File: src/rtl/vid_axis_2ch_line_arb.sv
// Line-granular round-robin merge of two AXI4-Stream video channels onto one master, with a per-line beat watchdog.
// Optional VID_ARB_SOF_SYNC_EN: each channel is discarded until its first start-of-frame beat after reset or an enable drop.
module vid_axis_2ch_line_arb #(
  parameter int DATA_WIDTH     = 24,
  parameter int MAX_LINE_BEATS = 2048,
  parameter int CNT_WIDTH      = 12
) (
  input  logic                    aclk,
  input  logic                    reset,
  input  logic                    arb_enable,
  input  logic [DATA_WIDTH-1:0]   s0_axis_tdata,
  input  logic [DATA_WIDTH/8-1:0] s0_axis_tkeep,
  input  logic                    s0_axis_tlast,
  input  logic                    s0_axis_tuser,
  input  logic                    s0_axis_tvalid,
  output logic                    s0_axis_tready,
  input  logic [DATA_WIDTH-1:0]   s1_axis_tdata,
  input  logic [DATA_WIDTH/8-1:0] s1_axis_tkeep,
  input  logic                    s1_axis_tlast,
  input  logic                    s1_axis_tuser,
  input  logic                    s1_axis_tvalid,
  output logic                    s1_axis_tready,
  output logic [DATA_WIDTH-1:0]   m_axis_tdata,
  output logic [DATA_WIDTH/8-1:0] m_axis_tkeep,
  output logic                    m_axis_tlast,
  output logic                    m_axis_tuser,
  output logic                    m_axis_tid,
  output logic                    m_axis_tvalid,
  input  logic                    m_axis_tready,
  output logic [1:0]              err_long_line,
  input  logic                    err_clr,
  output logic                    grant_busy
);
  localparam int KW = DATA_WIDTH/8;
  localparam logic [CNT_WIDTH-1:0] LAST_CNT = CNT_WIDTH'(MAX_LINE_BEATS-1);

  typedef enum logic {IDLE, XFER} state_t;

  state_t                state_q;
  logic                  grant_q;
  logic                  rr_last_q;
  logic [CNT_WIDTH-1:0]  beat_cnt_q;
  logic [DATA_WIDTH-1:0] tdata_q;
  logic [KW-1:0]         tkeep_q;
  logic                  tlast_q;
  logic                  tuser_q;
  logic                  tid_q;
  logic                  tvalid_q;
  logic [1:0]            err_q;

  logic       ld;
  logic       in_xfer;
  logic       sel_valid;
  logic       sel_last;
  logic       accept;
  logic       force_last;
  logic [1:0] synced;
  logic [1:0] elig;

`ifdef VID_ARB_SOF_SYNC_EN
  logic [1:0] synced_q;
  logic       enable_q;

  always_ff @(posedge aclk or posedge reset) begin
    if (reset) begin
      synced_q <= 2'b00;
      enable_q <= 1'b0;
    end else begin
      enable_q <= arb_enable;
      if (enable_q && !arb_enable) begin
        synced_q <= 2'b00;
      end else begin
        if (s0_axis_tvalid && s0_axis_tuser) synced_q[0] <= 1'b1;
        if (s1_axis_tvalid && s1_axis_tuser) synced_q[1] <= 1'b1;
      end
    end
  end

  assign synced = synced_q;

  // An unsynced channel is drained, but its SOF beat is held so it can open the first granted line.
  assign s0_axis_tready = !reset && ((in_xfer && !grant_q) ? ld :
                          (!synced_q[0] && !(s0_axis_tvalid && s0_axis_tuser)));
  assign s1_axis_tready = !reset && ((in_xfer && grant_q) ? ld :
                          (!synced_q[1] && !(s1_axis_tvalid && s1_axis_tuser)));
`else
  assign synced         = 2'b11;
  assign s0_axis_tready = in_xfer && !grant_q && ld;
  assign s1_axis_tready = in_xfer && grant_q && ld;
`endif

  assign ld         = !tvalid_q || m_axis_tready;
  assign in_xfer    = (state_q == XFER);
  assign elig       = {s1_axis_tvalid & synced[1], s0_axis_tvalid & synced[0]};
  assign sel_valid  = grant_q ? s1_axis_tvalid : s0_axis_tvalid;
  assign sel_last   = grant_q ? s1_axis_tlast : s0_axis_tlast;
  assign accept     = in_xfer && ld && sel_valid;
  assign force_last = !sel_last && (beat_cnt_q == LAST_CNT);

  always_ff @(posedge aclk or posedge reset) begin
    if (reset) begin
      state_q    <= IDLE;
      grant_q    <= 1'b0;
      rr_last_q  <= 1'b1;
      beat_cnt_q <= '0;
      tdata_q    <= '0;
      tkeep_q    <= '0;
      tlast_q    <= 1'b0;
      tuser_q    <= 1'b0;
      tid_q      <= 1'b0;
      tvalid_q   <= 1'b0;
      err_q      <= 2'b00;
    end else begin
      if (err_clr) err_q <= 2'b00;
      case (state_q)
        IDLE: begin
          if (arb_enable && (|elig)) begin
            grant_q    <= (&elig) ? ~rr_last_q : elig[1];
            beat_cnt_q <= '0;
            state_q    <= XFER;
          end
        end
        XFER: begin
          if (accept) begin
            beat_cnt_q <= beat_cnt_q + CNT_WIDTH'(1);
            if (sel_last || force_last) begin
              rr_last_q <= grant_q;
              state_q   <= IDLE;
            end
            // Later assignment so a watchdog hit beats a same-cycle clear.
            if (force_last) err_q[grant_q] <= 1'b1;
          end
        end
        default: state_q <= IDLE;
      endcase

      if (accept) begin
        tdata_q  <= grant_q ? s1_axis_tdata : s0_axis_tdata;
        tkeep_q  <= grant_q ? s1_axis_tkeep : s0_axis_tkeep;
        tuser_q  <= grant_q ? s1_axis_tuser : s0_axis_tuser;
        tlast_q  <= sel_last || force_last;
        tid_q    <= grant_q;
        tvalid_q <= 1'b1;
      end else if (m_axis_tready) begin
        tvalid_q <= 1'b0;
      end
    end
  end

  assign m_axis_tdata  = tdata_q;
  assign m_axis_tkeep  = tkeep_q;
  assign m_axis_tlast  = tlast_q;
  assign m_axis_tuser  = tuser_q;
  assign m_axis_tid    = tid_q;
  assign m_axis_tvalid = tvalid_q;
  assign err_long_line = err_q;
  assign grant_busy    = in_xfer;

endmodule

File: config.mk
export PLATFORM = sky130hd
export DESIGN_NAME = vid_axis_2ch_line_arb
export DESIGN_NICKNAME = d
export VERILOG_FILES = /design/src/rtl/vid_axis_2ch_line_arb.sv
export SDC_FILE = /design/constraint.sdc
export NUM_CORES = 1
export LEC_CHECK = 0
export ABC_AREA = 1
export BUFFER_PORTS_ARGS = -buffer_cell sky130_fd_sc_hd__buf_2
export CAP_MARGIN = 20
export CORE_ASPECT_RATIO = 0.8
export CORE_MARGIN = 4
export CORE_UTILIZATION = 35
export DETAILED_ROUTE_END_ITERATION = 6
export SLEW_MARGIN = 40
export SYNTH_ARGS = -nofsm -noshare
export SYNTH_HDL_FRONTEND = slang
export SYNTH_SLANG_ARGS = --single-unit
File: constraint.sdc
create_clock -name aclk -period 1.55 [get_ports aclk]
set_input_delay 0.465 -clock aclk [delete_from_list [all_inputs] [get_ports aclk]]
set_output_delay 0.465 -clock aclk [all_outputs]
set_load 0.02 [all_outputs]
== Yosys cells after proc, flatten, opt, wreduce, memory -nomap -nowiden ==
Index checks and enable logic that the tools add are counted.
Cells by class
  $add $sub $neg: 1
  order comparisons: 2
  reduce and logical (&&, ||, !) cells: 20
  eq/ne operators: 3
  bitwise logic cells: 3
  muxes and demuxes: 21
Operator list (number)
  2-to-1 mux 12 bit: 2
  2-to-1 mux 24 bit: 1
  case mux 12 bit (2 select lines): 1
  adder 12 x 1 -> 12 bit (second input constant): 1
  == test 12 x 11 -> 1 bit (second input constant): 1
  2-to-1 mux 1 bit: 10
  logical AND 1 bit: 9
  2-to-1 mux 2 bit: 4
  AND reduction 2 bit: 3
  logical NOT 1 bit: 3
  2-to-1 mux 3 bit: 1
  AND reduction 3 bit: 1
  logical OR 1 bit: 2
  < comparator 1 x 2 -> 1 bit (second input constant): 1
  != test 2 x 1 -> 1 bit (second input constant): 1
  != test 2 bit (second input constant): 1
  NOT 1 bit: 2
  OR 2 bit: 1
  case mux 1 bit (2 select lines): 1
  nonzero test 2 bit: 1
  OR reduction 2 bit: 1
  demux 1 bit (select 1 bit): 1
  >= comparator 1 bit (second input constant): 1
Storage, ports and cells
  input bits: 65
  output and inout bits: 36
  word-level logic and storage cells: 61
  flip-flop bits (word level): 48

== Depth between registers and ports, before layout ==
Gate-level depths: netlist of run 1.
  depth after elaboration: 8
  mapped depth: 10
  mapped depth without buffers: 10

== Worst setup path before layout of run 1 ==
Ideal clock, no wire load.
  path kind: register -> output
  from: register tvalid_q, in the netlist m_axis_tvalid
  to: output s0_axis_tready
  path slack: 0.005 ns
  cell stages (with the launch flop): 7
  data arrival time: 1.080 ns
  buffers on the path: 1
  required time: 1.085 ns
  cells stage by stage: dfrtp_1 > inv_2 > nor2_1 > nor2_2 > inv_2 > nor2_1 > buf_2
On the way
  longest elaborated chain between the ends: 3
RTL lines
  start: declaration: RTL line 48  | logic tvalid_q;
  start signal: assignment: RTL line 111  | tvalid_q <= 1'b0;
  start signal: assignment: RTL line 143  | tvalid_q <= 1'b1;
  start signal: assignment: RTL line 145  | tvalid_q <= 1'b0;
  logical NOT 1 bit: RTL line 92  | assign ld = !tvalid_q || m_axis_tready;
  logical OR 1 bit: RTL line 92
  logical AND 1 bit: RTL line 88  | assign s0_axis_tready = in_xfer && !grant_q && ld;
  end: declaration: RTL line 16  | output logic s0_axis_tready,
No other way between the ends.

== Worst setup path in the final report of run 1 ==
Same ends and word-level chain as after synthesis.

==> impl_results.md, run 1 <==
* Slew Limit Fails at 0
* Vias in the first global route at around 2200
* First-pass GRT wire length at 10580 um
* Row cnt at 26
* Violated checks: negative setup slack
* Area Growth Syn to Fin at 34.14%
* F_max at 0.5977 GHz
* RSZ-0062 raised after global routing: yes
* WS Path Type: flop to output port
* Setup WS post-layout at -0.1231 ns
* CP arrival at approximately 1.2 ns
* Final Net Count at around 500
* Die height at just over 80 um
* TritonCTS clock tree: yes
* H-tree Lvls at 2
* Worst R2R Start: beat_cnt_q[1]
* Outcome: finished with violations
* Congestion Overflow GR at 0
* Final ANT Viol Nets at 0
* CP endpoint kind: output port
* CTS Sinks at 48
* Initial antenna violation count at 0
* Leading area contributor after synthesis: dfrtp_1
* Clock slew seen by the registers of the worst setup and hold paths at 0.09 ns
* Switching share of power at a little under half
* Worst path required time at 1.08 ns
* Core Region at between 0.006 and 0.007 sq mm
* Final period utilization at 107.9%
* P_int at slightly above 3000 uW
* CP Launch Point: m_axis_tvalid
* Final setup fails at 2
* Crit path max fanout at 3
* Largest net degree at the start of global routing at 30
* Commonest non-fill, non-tap cell in the layout: nand2_1
* Max cap viols at 0
* Synth warn at 0
* Proportion of synthesized chip area in sequential cells at roughly half
* Sequential fraction of design power at a little over a third
* RD Place Congestion at 0.7663
* Per-cell routed wire length at approximately 13 um
* Slew at the pin closest to its max-slew limit at 0.3622 ns
* Setup Skew at between 0.015 and 0.02 ns
* Drt drc at 0
* Effective utilization at floorplan at 36.63%
* Die Wd at about 100 um
* Clock network fraction of total power at 12.7%
* Leakage at between 0.0015 and 0.002 uW
* GR Util All Layers at between 10% and 20%
* WL final at 6794 um
* Main synth FF type: dfrtp_1
* Number of flops mapped to enable cells by yosys at 0
* Fin util at between 40% and 50%
* Via Count at 2425
* Yosys top cell area share at between 40 and 50%
* Clk_lat worst skew at 0.30 ns
* Reg2reg path depth at 10
* Pwr Total at between 5000 and 6000 uW
* Mapped cell area at roughly 0.0024 sq mm
* HP Class: input pin to asynchronous set/reset pin
* Initial DRC Count at 90
* CTS Buffer Depth at 2
* Worst reg2reg path endpoint: grant_busy
* Startpoint Class: flop
* Clock root cell: clkbuf_8
* Most frequent cells in the layout: nand2_1 (113), buf_2 (98), nand3_1 (68)
* Drt pass-1 iters at 4
* TritonCTS Buffers at 5
* # port buffers at 100
* Routed vias/inst at about 4.8
* Pwr Density at approximately 1800 mW/mm^2
* Tmin final at 1.673 ns
* Full die area at between 0.008 and 0.009 sq mm
* Max IR drop VDD at about 0.00070 V
* Netlist cell types at 21
* Fin. Hold Viols at 0
* IO Pins at between 100 and 150
* Synth Instances at about 310
* Reg2reg setup slack at around 0.14 ns
* #FFs+latches synth at 48
* Layout cells sized above 1 at between 30% and 40%
* Async SR Flop Fraction at 100.0%
* Mean area per synthesized cell at about 7.6 sq um
* Antenna Cells at 0
* Area contributors post-synth: dfrtp_1 (50%), nand2_1 (18%), nand3_1 (14%), nor2_1 (2.7%), nand4_1 (2.6%)
* HPWL Detailed at approximately 5000 um
* Switching power at 2591 uW
* Syn_nets at between 300 and 400
* Combinational fraction of design power at around half
* Rel. slew slack at about 76%
==> how the worst max path moves through the flow <==
stage               cells past startpoint              to
CTS                                     6  s1_axis_tready
finish                                  6  s0_axis_tready
global placement                        6  s0_axis_tready
global route                            6  s0_axis_tready
floorplan                               6  s0_axis_tready
detailed placement                      6  s0_axis_tready
==> metrics by stage <==
stage	hold WS (ns)	setup WS, ns	setup TNS (ns)	std cells	cell area (sq um)
3_3_place_gp	0.4573	0.02209	0	496	3065
5_1_grt	0.1449	-0.1857	-0.4046	504	3181
4_1_cts	0.1377	-0.1549	-0.2929	504	3173
3_5_place_dp	0.4578	0.004070	0	496	3065
6_report	0.1339	-0.1231	-0.2282	504	3181
2_1_floorplan	0.4425	0.005006	0	312	2375
==> worst max-delay path: stages, from the launching register on <==
cell and delay (ns):
dfrtp_1 0.39, inv_2 0.06, nor2_2 0.03, nor2_2 0.11, inv_2 0.09, nor2_4 0.10
buf_6 0.12
==> layer usage <==
layer | part of all wire, % | routed length (um) | vias to the layer above | global-route usage (%)
li1 | - | - | 1231 | -
met1 | 45 | 3085 | 1115 | 22.12
met2 | 48 | 3242 | 69 | 25.97
met3 | 5.0 | 342 | 10 | 2.716
met4 | 1.8 | 123 | 0 | 5.249
met5 | 0 | 0 | - | 0
==> synth_stat cells (all sizes together) (2+ instances only) <==
cell    instances
nand3          68
nand2         115
clkbuf          2
buf            12
inv            21
nand4          10
nor2           18
dfrtp          47
o21ai          12
==> cell type report <==
| class | count | area (sq um) |
|---|---|---|
| inverters | 22 | 86.33 |
| repair buffers | 115 | 675.6 |
| clock inverters | 1 | 5.005 |
| fillers | 645 | 3293 |
| clock buffers | 6 | 72.57 |
| multi-input cells | 228 | 1033 |
| flip-flops and latches | 48 | 1202 |
| well taps | 84 | 105.1 |
==> power by group through the flow <==
stage	Combinational [uW]	Clock (uW)	Sequential (uW)
6_report	2940	724	2030
5_1_grt	3230	800	2090
4_1_cts	2940	754	2020
3_5_place_dp	2860	0	2030
3_3_place_gp	2820	0	2040
2_1_floorplan	1300	0	2540
==> timing repair <==
| item | in CTS | in global routing |
|---|---|---|
| resized for setup | 7 | 2 |
| endpoints found under the setup margin | 2 | 4 |
| setup buffers | 1 | 0 |
| pin swaps | 1 | 1 |
| hold buffers | 0 | 0 |
==> kinds of logic (layout without fill, tap and decap cells) <==
| family | count (synthesis) | in the layout | synth area share, % |
|---|---|---|---|
| AO/OA/AOI/OAI | 13 | 13 | 2.744 |
| XOR/XNOR | 1 | 1 | 0.3695 |
| adder cells (fa/ha/maj) | 1 | 1 | 0.5276 |
| buffers and inverters | 36 | 144 | 6.649 |
| flip-flops | 48 | 48 | 50.71 |
| multiplexers | 1 | 1 | 0.4222 |
| AND/OR/NAND/NOR | 212 | 212 | 38.58 |
==> state kept, by name, indices dropped and copies added (netlist names), 2 cells and up <==
register	flops
beat_cnt_q	12
err_long_line	2
m_axis_tdata	24
m_axis_tkeep	3
(Power assumes the default switching activity.)
==> inputs of run 2 (changes only) <==
==> constraint.sdc (replaced) <==
create_clock -name aclk -period 1.6 [get_ports aclk]
set_input_delay 0.48 -clock aclk [delete_from_list [all_inputs] [get_ports aclk]]
set_output_delay 0.48 -clock aclk [all_outputs]
set_load 0.1 [all_outputs]
==> impl_results.md, run 2 (synthesis gave the netlist of run 1 again) <==
* Final Net Count at about 500
* Clk_lat worst skew at 0.30 ns
* CP delay by family, top: flip-flops
* RSZ-0062 raised after global routing: yes
* Max cap viols at 0
* Initial DRC Count at about 140
* Antenna Cells at 0
* Startpoint Class: flop
* Slew Limit Fails at 0
* CP endpoint kind: output port
* TritonCTS clock tree: yes
* HPWL Detailed at between 5000 and 6000 um
* Number of flip-flops in the largest register at 24
* Congestion Overflow GR at 0
* TritonCTS Buffers at 5
* Rel. slew slack at between 60% and 70%
* Tmin final at ~1.8 ns
* RD Place Congestion at around 0.83
* WS Path Type: flop to output port
* Crit-path most repeated cell: nor2_4
* Crit-path cells: inv_4, nor2_4, nor2_4, inv_2, nor2_4, buf_12
* First-pass GRT wire length at approximately 11000 um
* CTS Buffer Depth at 2
* Grt peak-use layer: met2
* Worst slack, placed at -0.05228 ns
* H-tree Lvls at 2
* Initial antenna violation count at 0
* GR Util All Layers at 16.57%
* WP buf/inv at 3
* Final ANT Viol Nets at 0
* Via Count at between 2000 and 2500
* IO Pins at 101
* CTS Sinks at 48
* Fin. Hold Viols at 0
* F_max at about 0.54 GHz
* Outcome: finished with violations
* Placed Cells incl. Taps at ~500
* Most frequent cells in the layout: nand2_1 (113), buf_2 (73), nand3_1 (68)
* Layout Cells excl Fill at just over 500
* Clock slew seen by the registers of the worst setup and hold paths at 0.09 ns
* Row cnt at 26
* Setup Skew at between 0.009 and 0.01 ns
* Cts hold-fix bufs at 0
* Crit path max fanout at 3
* Max incr delay on CP at around 0.5 ns
* Per-cell routed wire length at 13.37 um
* Core Region at roughly 0.0065 sq mm
* HP Class: input pin to asynchronous set/reset pin
* Die height at slightly above 80 um
* Drt pass-1 iters at 4
* Setup WS post-layout at -0.2478 ns
* Clock root cell: clkbuf_8
* Met1 Use GR at between 20% and 30%
* Final period utilization at 115.5%
* Grt met3 use at 3.056%
* Effective utilization at floorplan at a little over a third
* Largest net degree at the start of global routing at 30
* Worst path required time at 1.12 ns
* WL final at slightly below 7000 um
* Drt drc at 0
* Final setup fails at 2
* Die Wd at between 100 and 150 um
* Area Growth Syn to Fin at 43.80%
* Layout cells sized above 1 at a little over a third
* Full die area at just over 0.008 sq mm
* Worst-case hold slack at around 0.14 ns
* CP arrival at about 1.4 ns
* CP max-delay cell: dfrtp_4
* Slew at the pin closest to its max-slew limit at roughly 0.5 ns
* Vias in the first global route at approximately 2300
* Routed vias/inst at about 4.8
* GR Layer Usage met2 at between 20% and 30%
* # port buffers at 100
* Violated checks: negative setup slack
* Commonest non-fill, non-tap cell in the layout: nand2_1
-- run 2: cell types whose count changed in the layout (fill, tap and decap cells not counted), moves of 4 or more --
cell      change
buf_2        -25
clkbuf_4     +22
buf_12        +4
buf_4         +4
-- run 2: path summary, 6_finish.rpt --
check | start | end | slack (ns) | cells after the start
worst min register to register | rr_last_q | rr_last_q | 0.48 | 2
min in group aclk | s1_axis_tdata[13] | m_axis_tdata[13] | 0.39 | 3
worst max register to register | m_axis_tvalid | grant_busy | 0.08 | 11
max in group asynchronous | reset | rr_last_q | 0.98 | 3
worst min-delay path | reset | err_long_line[0] | 0.14 | 2
worst max-delay path | m_axis_tvalid | s0_axis_tready | -0.25 | 6
-- run 2: final cells by class --
type                       count  area [sq um]
fill                         651          3064
sequential                    48          1210
multi-input combinational    228          1051
timing repair buffer         121         840.8
tap                           84         105.1
inverter                      22         91.34
clock buffer                   5         68.82
clock inverter                 3         42.54
-- run 2: worst register-to-register path: cells and delay by family (launching register included) --
kind	cells	cell delay, ns
buffers and inverters	5	0.49
AND/OR/NAND/NOR	6	0.43
flip-flops	1	0.50
-- run 2: what timing repair did --
| action | in CTS | in global routing |
|---|---|---|
| pin swaps | 1 | 1 |
| buffers inserted | 1 | 4 |
| setup endpoints to repair | 3 | 42 |
| gates resized for setup | 4 | 30 |
-- run 2: metrics by stage --
step | cell area, sq um | util [%] | TNS (ns)
2_1_floorplan | 2396 | - | -0.5231
3_3_place_gp | 3146 | 48.59 | -0.06300
3_5_place_dp | 3146 | 48.59 | -0.1433
4_1_cts | 3279 | 50.66 | -0.5182
5_1_grt | 3410 | 52.67 | -0.7132
6_report | 3410 | 52.67 | -0.4922
-- run 2: per-layer routing --
| metal | vias to the layer above | part of all wire, % |
|---|---|---|
| met5 | - | 0 |
| met4 | 0 | 1.2 |
| li1 | 1239 | - |
| met2 | 71 | 48 |
| met3 | 6 | 5.4 |
| met1 | 1140 | 46 |
Power of run 2 is not shown: default switching activity piles up to over one toggle a cycle in this logic, so the estimate is an artifact.
